`src/rtl/shift_seq_pkg.sv`:
```
// Shared definitions for the multi-bit shift sequencer and its single-step shift stage.
package shift_seq_pkg;

    typedef enum logic [1:0] {
        OP_SHL = 2'd0,
        OP_SHR = 2'd1,
        OP_ASR = 2'd2,
        OP_ROL = 2'd3
    } op_e;

    typedef enum logic [1:0] {
        ST_IDLE  = 2'd0,
        ST_SHIFT = 2'd1,
        ST_DONE  = 2'd2
    } state_e;

endpackage

```
`src/rtl/shift_seq_step.sv`:
```
// Combinational one-bit shift step: {op, data, carry} -> {data, carry}.
module shift_step
    import shift_seq_pkg::*;
#(
    parameter int DATA_WIDTH = 16
) (
    input  op_e                   op,
    input  logic [DATA_WIDTH-1:0] data_in,
    input  logic                  carry_in,
    output logic [DATA_WIDTH-1:0] data_out,
    output logic                  carry_out
);

    // Single-bit step for each operation; SHL/SHR rotate through the carry bit.
    always_comb begin
        data_out  = data_in;
        carry_out = carry_in;
        case (op)
            OP_SHL: begin
                carry_out = data_in[DATA_WIDTH-1];
                data_out  = {data_in[DATA_WIDTH-2:0], carry_in};
            end
            OP_SHR: begin
                carry_out = data_in[0];
                data_out  = {carry_in, data_in[DATA_WIDTH-1:1]};
            end
            OP_ASR: begin
                carry_out = data_in[0];
                data_out  = {data_in[DATA_WIDTH-1], data_in[DATA_WIDTH-1:1]};
            end
            OP_ROL: begin
                carry_out = data_in[DATA_WIDTH-1];
                data_out  = {data_in[DATA_WIDTH-2:0], data_in[DATA_WIDTH-1]};
            end
            default: begin
                data_out  = data_in;
                carry_out = carry_in;
            end
        endcase
    end

endmodule

```
`src/rtl/shift_seq.sv`:
```
// Multi-bit shift sequencer: iterates shift_step once per cycle for 'count' steps.
// Optional zero-result flag output zeroOut enabled by defining SHIFT_SEQ_ZERO_FLAG_EN.
module shift_seq
    import shift_seq_pkg::*;
#(
    parameter int DATA_WIDTH = 16,
    parameter int CNT_WIDTH  = 5
) (
    input  logic                  clk,
    input  logic                  rst_n,
    input  logic                  startIn,
    input  logic [1:0]            op,
    input  logic [CNT_WIDTH-1:0]  count,
    input  logic                  carryIn,
    input  logic [DATA_WIDTH-1:0] LhsIn,
    input  logic                  flush,
    output logic                  ready,
    output logic                  done,
    output logic [DATA_WIDTH-1:0] LhsOut,
    output logic                  carryOut
`ifdef SHIFT_SEQ_ZERO_FLAG_EN
    ,
    output logic                  zeroOut
`endif
);

    state_e                  state_q, state_d;
    op_e                     op_q, op_d;
    logic [DATA_WIDTH-1:0]   data_q, data_d;
    logic                    carry_q, carry_d;
    logic [CNT_WIDTH-1:0]    rem_q, rem_d;
    logic                    ready_q, ready_d;
    logic                    done_q, done_d;
    logic [DATA_WIDTH-1:0]   step_data_s;
    logic                    step_carry_s;

    shift_step #(.DATA_WIDTH(DATA_WIDTH)) u_step (
        .op        (op_q),
        .data_in   (data_q),
        .carry_in  (carry_q),
        .data_out  (step_data_s),
        .carry_out (step_carry_s)
    );

    // Next-state, working register and registered handshake computation.
    always_comb begin
        state_d = state_q;
        op_d    = op_q;
        data_d  = data_q;
        carry_d = carry_q;
        rem_d   = rem_q;
        case (state_q)
            ST_IDLE: begin
                if (startIn && !flush) begin
                    op_d    = op_e'(op);
                    data_d  = LhsIn;
                    carry_d = carryIn;
                    rem_d   = count;
                    state_d = ST_SHIFT;
                end else begin
                    state_d = ST_IDLE;
                end
            end
            ST_SHIFT: begin
                if (flush) begin
                    state_d = ST_IDLE;
                end else if (rem_q != {CNT_WIDTH{1'b0}}) begin
                    data_d  = step_data_s;
                    carry_d = step_carry_s;
                    rem_d   = rem_q - {{(CNT_WIDTH-1){1'b0}}, 1'b1};
                    if (rem_q == {{(CNT_WIDTH-1){1'b0}}, 1'b1}) begin
                        state_d = ST_DONE;
                    end else begin
                        state_d = ST_SHIFT;
                    end
                end else begin
                    state_d = ST_DONE;
                end
            end
            ST_DONE: begin
                state_d = ST_IDLE;
            end
            default: begin
                state_d = ST_IDLE;
            end
        endcase
        ready_d = (state_d == ST_IDLE);
        done_d  = (state_d == ST_DONE);
    end

    // State and datapath registers with synchronous active-low reset.
    always_ff @(posedge clk) begin
        if (!rst_n) begin
            state_q <= ST_IDLE;
            op_q    <= OP_SHL;
            data_q  <= {DATA_WIDTH{1'b0}};
            carry_q <= 1'b0;
            rem_q   <= {CNT_WIDTH{1'b0}};
            ready_q <= 1'b1;
            done_q  <= 1'b0;
        end else begin
            state_q <= state_d;
            op_q    <= op_d;
            data_q  <= data_d;
            carry_q <= carry_d;
            rem_q   <= rem_d;
            ready_q <= ready_d;
            done_q  <= done_d;
        end
    end

    assign ready    = ready_q;
    assign done     = done_q;
    assign LhsOut   = data_q;
    assign carryOut = carry_q;

`ifdef SHIFT_SEQ_ZERO_FLAG_EN
    logic zero_q, zero_d;

    // Zero flag captured together with the final result.
    always_comb begin
        if (state_d == ST_DONE) begin
            zero_d = (data_d == {DATA_WIDTH{1'b0}});
        end else begin
            zero_d = zero_q;
        end
    end

    // Zero flag register.
    always_ff @(posedge clk) begin
        if (!rst_n) begin
            zero_q <= 1'b0;
        end else begin
            zero_q <= zero_d;
        end
    end

    assign zeroOut = zero_q;
`endif

endmodule
```
`config.mk`:
```
export PLATFORM = sky130hd
export DESIGN_NAME = shift_seq
export DESIGN_NICKNAME = d
export VERILOG_FILES = /design/src/rtl/shift_seq_pkg.sv /design/src/rtl/shift_seq_step.sv /design/src/rtl/shift_seq.sv
export SDC_FILE = /design/constraint.sdc
export NUM_CORES = 1
export LEC_CHECK = 0
export BUFFER_PORTS_ARGS = -buffer_cell sky130_fd_sc_hd__buf_2
export CAP_MARGIN = 20
export CORE_ASPECT_RATIO = 0.7
export CORE_MARGIN = 1.5
export CORE_UTILIZATION = 50
export DETAILED_ROUTE_END_ITERATION = 10
export PLACE_DENSITY = 0.87
export SLEW_MARGIN = 10
export SYNTH_ARGS = -nofsm -noshare
export SYNTH_HDL_FRONTEND = slang
export SYNTH_SLANG_ARGS = --single-unit
```
`constraint.sdc`:
```
create_clock -name clk -period 2 [get_ports clk]
set_input_delay 0.2 -clock clk [delete_from_list [all_inputs] [get_ports clk]]
set_output_delay 0.2 -clock clk [all_outputs]
set_load 0.02 [all_outputs]
```
=== Yosys cells after proc, flatten, opt, wreduce, memory -nomap -nowiden ===
Index checks and enable logic that the tools add are counted.

* Bits in registers: 28
* Input bits: 28
* Output and inout port bits: 19

* Add/sub/neg operators: 1
* Equal/unequal tests: 10
* Mux-type cells: 19
* Reductions and logical operators: 12

{| class="wikitable"
|+ Operator list
! operator !! count
|-
| 16-bit case mux with 4 select lines || 1
|-
| 16-bit two-way mux || 3
|-
| 16-bit case mux with 2 select lines || 1
|-
| 5-bit two-way mux || 3
|-
| 5-bit case mux with 2 select lines || 1
|-
| 2-bit != test (second input constant) || 4
|-
| 2-bit equality test (second input constant) || 3
|-
| 2-bit zero test || 3
|-
| 2-bit two-way mux || 3
|-
| 5-bit by 1-bit equality test with 1-bit output (second input constant) || 1
|-
| 5-bit AND reduction || 1
|-
| 5-bit nonzero test || 1
|-
| 5-bit by 1-bit subtractor with 5-bit output (second input constant) || 1
|-
| 2-bit by 1-bit equality test with 1-bit output (second input constant) || 2
|-
| 1-bit two-way mux || 4
|-
| 1-bit case mux with 2 select lines || 2
|-
| 2-bit case mux with 2 select lines || 1
|-
| 4-bit AND reduction || 1
|-
| 2-bit OR reduction || 2
|-
| 2-bit AND reduction || 1
|-
| 2-bit nonzero test || 1
|-
| 1-bit logical AND || 1
|-
| 1-bit zero test || 1
|}

=== Logic depth before layout (Yosys ltp) ===
* Depth after elaboration: 6
* Depth in mapped cells: 8
* Mapped depth without buffers: 6

=== Cells and area by module ===
Synthesis repeated with hierarchy kept, for this count alone.

* Cells, all modules: 185
* Area total of the unflattened synthesis: 1579.0 um^2

{| class="wikitable"
|+ By module, submodules not included
! module !! times used !! cells an instance !! area each (um^2) !! seq. area each (um^2)
|-
| shift_seq || 1 || 155 || 1308.8 || 560.5
|-
| shift_step || 1 || 30 || 270.3 || 0.0
|}

=== Worst setup path before layout ===
OpenSTA, ideal clock, no wires.

* Path type: register to register
* Start point: register op_q[0]
* End point: register data_q[8], in the netlist LhsOut[8]
* Library setup time: 0.132 ns
* Arrival: 1.736 ns
* Setup slack: 0.131 ns
* Stages on the path, launching flop included: 9
* Buffers on the path: 2
* Period minus slack after synthesis: 1.869 ns
* Path through: dfxtp_1 -> inv_1 -> ha_1 -> or2_2 -> clkbuf_1 -> clkbuf_1 -> a221o_1 -> o211ai_1 -> a21oi_1

* Cells in the longest elaborated chain, start to end: 5

{| class="wikitable"
|+ Ends and longest elaborated chain
! element !! RTL line !! text
|-
| from (decl) || shift_seq.sv:28 || <nowiki>op_e op_q, op_d;</nowiki>
|-
| from (signal assigned) || shift_seq.sv:103 || <nowiki>op_q <= op_d;</nowiki>
|-
| 2-bit equality test, or another cell as far along || shift_seq_step.sv:18 || <nowiki>case (op)</nowiki>
|-
| 16-bit case mux with 4 select lines * || shift_seq_step.sv:18 ||
|-
| 16-bit two-way mux * || shift_seq.sv:67 || <nowiki>end else if (rem_q != {CNT_WIDTH{1'b0}}) begin</nowiki>
|-
| 16-bit two-way mux * || shift_seq.sv:65 || <nowiki>if (flush) begin</nowiki>
|-
| 16-bit case mux with 2 select lines * || shift_seq.sv:52 || <nowiki>case (state_q)</nowiki>
|-
| to (signal assigned) || shift_seq.sv:96 || <nowiki>data_q <= {DATA_WIDTH{1'b0}};</nowiki>
|-
| to (signal assigned) || shift_seq.sv:104 || <nowiki>data_q <= data_d;</nowiki>
|-
| to (decl) || shift_seq.sv:29 || <nowiki>logic [DATA_WIDTH-1:0] data_q, data_d;</nowiki>
|}

Every way passes the cells marked *; elsewhere a longest branch is shown, timed or not. The select of a mux whose other input is x is not followed.
A chain may end at the register's enable or synchronous reset.

=== Worst setup path in the final report ===
* Start point: register op_q[0]
* End point: register data_q[13], in the netlist LhsOut[13]

The elaborated chain is that of the path after synthesis.

==> impl_metrics.ini <==
[status]
outcome = complete, no violations

[floorplanning]
start_util_pct = 53.8
io_pins = 47
row_count = 16
die_y_um = 49.4
dieArea_sq_um = 3430
die_w_um = 69.3
design.core.area_sq_um = 2860

[detailed_routing]
drtPass1Iterations = 4
routed-via-count = 1527
met3_wirelength_um = 324
drt_wl_total_mm = 3.84
ant_nets = 0
wl_met1_mm = 1.75
drc = 0
routed_via_density = 5.96
dr_wl_met2_mm = 1.74
routed.top_layer = met4
drt-wirelength-per-cell_um = 15.0
drt_iter0_drc = 108

[clock_tree]
cts.clk_slew.worst_paths_ns = 0.09
cts.path.max_buffers = 2
clock_latency_ns = 0.28
ctsHtreeMaxLevel = 1
tritoncts = yes
cts_setup_buffers = 0
cts_hold_buf = 0
cts.repair.resized = 0
root_buffer = clkbuf_8
cts_sinks = 28
cts_made_buffers = 3

[sta]
fmax_mhz = 543
fin_crit_sh_pct = 92.0
timing.hold.ws_ns = 0.135
setup_violations = 0
rsz0062_at_grt = false
min_period_ns = 1.84
clock_skew_ns = 0.00485
finalHoldViolCount = 0
setup_tns_ns = 0
relSlewSlack_pct = 55.3
maxSlewViolCount = 0
worstMarginPinSlew_ns = 0.661

[synthesis]
ys_warn_count = 0
yosysUniqueCellTypes = 40
synth_top_area_share_pct = 36.4
synth.largest_area_cell = dfxtp_1
synth_area_sq_um = 1540
ys_ff_latch = 28
seq_area_frac_synth_pct = 36.4
yosys-top-cells-area = dfxtp_1 (36%), a221o_1 (9.1%), o211ai_1 (7.8%)
synth_edf_count = 0
ys_async_sr_fraction_pct = 0
synth_cells = 177
synth_ff_type = dfxtp_1
post_synth.cell_area_avg_sq_um = 8.70
syn-num-nets = 212

[cells_and_area]
post-route-util_pct = 64.8
final_cell_mix = buf_2 (46), dfxtp_1 (28), nand2_1 (23), a21oi_1 (22), o211ai_1 (16)
final_layout_size_suffix_gt1_share_pct = 29.5
final_cells = 256
antennaDiodeCount = 0
fill_cells = 241
final_common_cell = buf_2
syn2layout_area_growth_pct = 20.5
finalNetCount = 256

[power]
p_seq_share_pct = 49.3
clockPowerShare_pct = 28.3
switching_share_pct = 30.0
power_leakage_nw = 0.804
vdd_drop_max_mv = 0.462
power_mw = 1.27
p_int_uw = 889
netSwitchingPower_uw = 382
power_per_cell_area_nw_per_um2 = 685
comb_power_share_pct = 22.4

[global_route]
grt_usage_pct = 23.2
grt_pass1_wl_mm = 6.46
grt_max_degree = 26
grt_pass1_vias = 1333
antenna_found_initial = 0
overflow = 0

[job]
maxCapViolations = 0

[worst_setup_path]
critPathMaxFanout = 15
end_kind = flip-flop
crit_required_ns = 2.14
critPathKind = reg -> reg
start_kind = flip-flop
arrival_ns = 1.98

[placement]
routabilityCongestion = 0.782
io_buffers = 46
dp.cells = 252
hpwl_mm = 2.81

[hold_path]
hp-class = in -> reg
## layer usage
metal	up-vias	GRT usage (%)
met5	-	0
met4	0	3.92
met3	2	4.75
met2	73	35.7
met1	702	34.0
li1	750	-
## state kept, by name, summed over array words and instances (netlist names)
| signal | cells |
|---|---|
| LhsOut | 16 |
| rem_q | 5 |
| op_q | 2 |
| state_q | 2 |
| carryOut | 1 |
| done | 1 |
| ready | 1 |
## path summary, 6_finish.rpt
check                           cells past startpoint  startpoint         end  slack [ns]
worst max-delay path                                6     op_q[0]  LhsOut[13]        0.16
worst min-delay path                                2       flush  state_q[1]        0.14
worst max register to register                      6     op_q[0]  LhsOut[13]        0.16
worst min register to register                      2  LhsOut[12]  LhsOut[12]        0.50
## stage by stage
stage | area, sq um | worst slack, ns
3_3_place_gp | 1800 | 0.253
2_1_floorplan | 1540 | 0.131
6_report | 1860 | 0.159
3_5_place_dp | 1800 | 0.192
5_1_grt | 1860 | 0.0321
4_1_cts | 1860 | 0.175
## Yosys cell counts, types with 3 or more instances
master	count
dfxtp_1	28
nand2_1	23
a21oi_1	22
o211ai_1	16
a221o_1	14
clkbuf_1	9
nor2_1	9
ha_1	7
inv_1	6
o21ai_0	5
buf_6	3
## power groups by stage
stage          clock network (mW)  logic (mW)  registers, mW
3_3_place_gp                    0       0.277          0.638
4_1_cts                     0.363       0.284          0.626
5_1_grt                     0.387       0.313          0.632
3_5_place_dp                    0       0.283          0.639
6_report                    0.359       0.285          0.627
2_1_floorplan                   0       0.167          0.660
## kinds of logic (layout without fill, tap and decap cells)
| family | after synthesis | after routing | synth area share, % |
|---|---|---|---|
| AOI/OAI and AO/OA | 72 | 72 | 34.7 |
| and+or+nand+nor | 48 | 48 | 15.2 |
| DFF | 28 | 28 | 36.4 |
| buffers and inverters | 20 | 63 | 6.66 |
| adders and majority gates | 7 | 7 | 5.69 |
| muxes | 2 | 2 | 1.38 |
## final cells by class
class                      instances  area [sq um]  area share, %
clock buffer                       4          55.1           2.97
inverter                           6          22.5           1.21
tap                               36          45.0           2.43
sequential                        28           561           30.2
timing repair buffer              53           295           15.9
multi-input combinational        129           877           47.3
## worst max-delay path: stages, from the launching register on
cell      delay [ns]
dfxtp_1         0.37
inv_1           0.09
ha_1            0.25
or2_2           0.42
a221o_1         0.40
o211ai_1        0.10
a21oi_1         0.09
(Power assumes the default switching activity.)
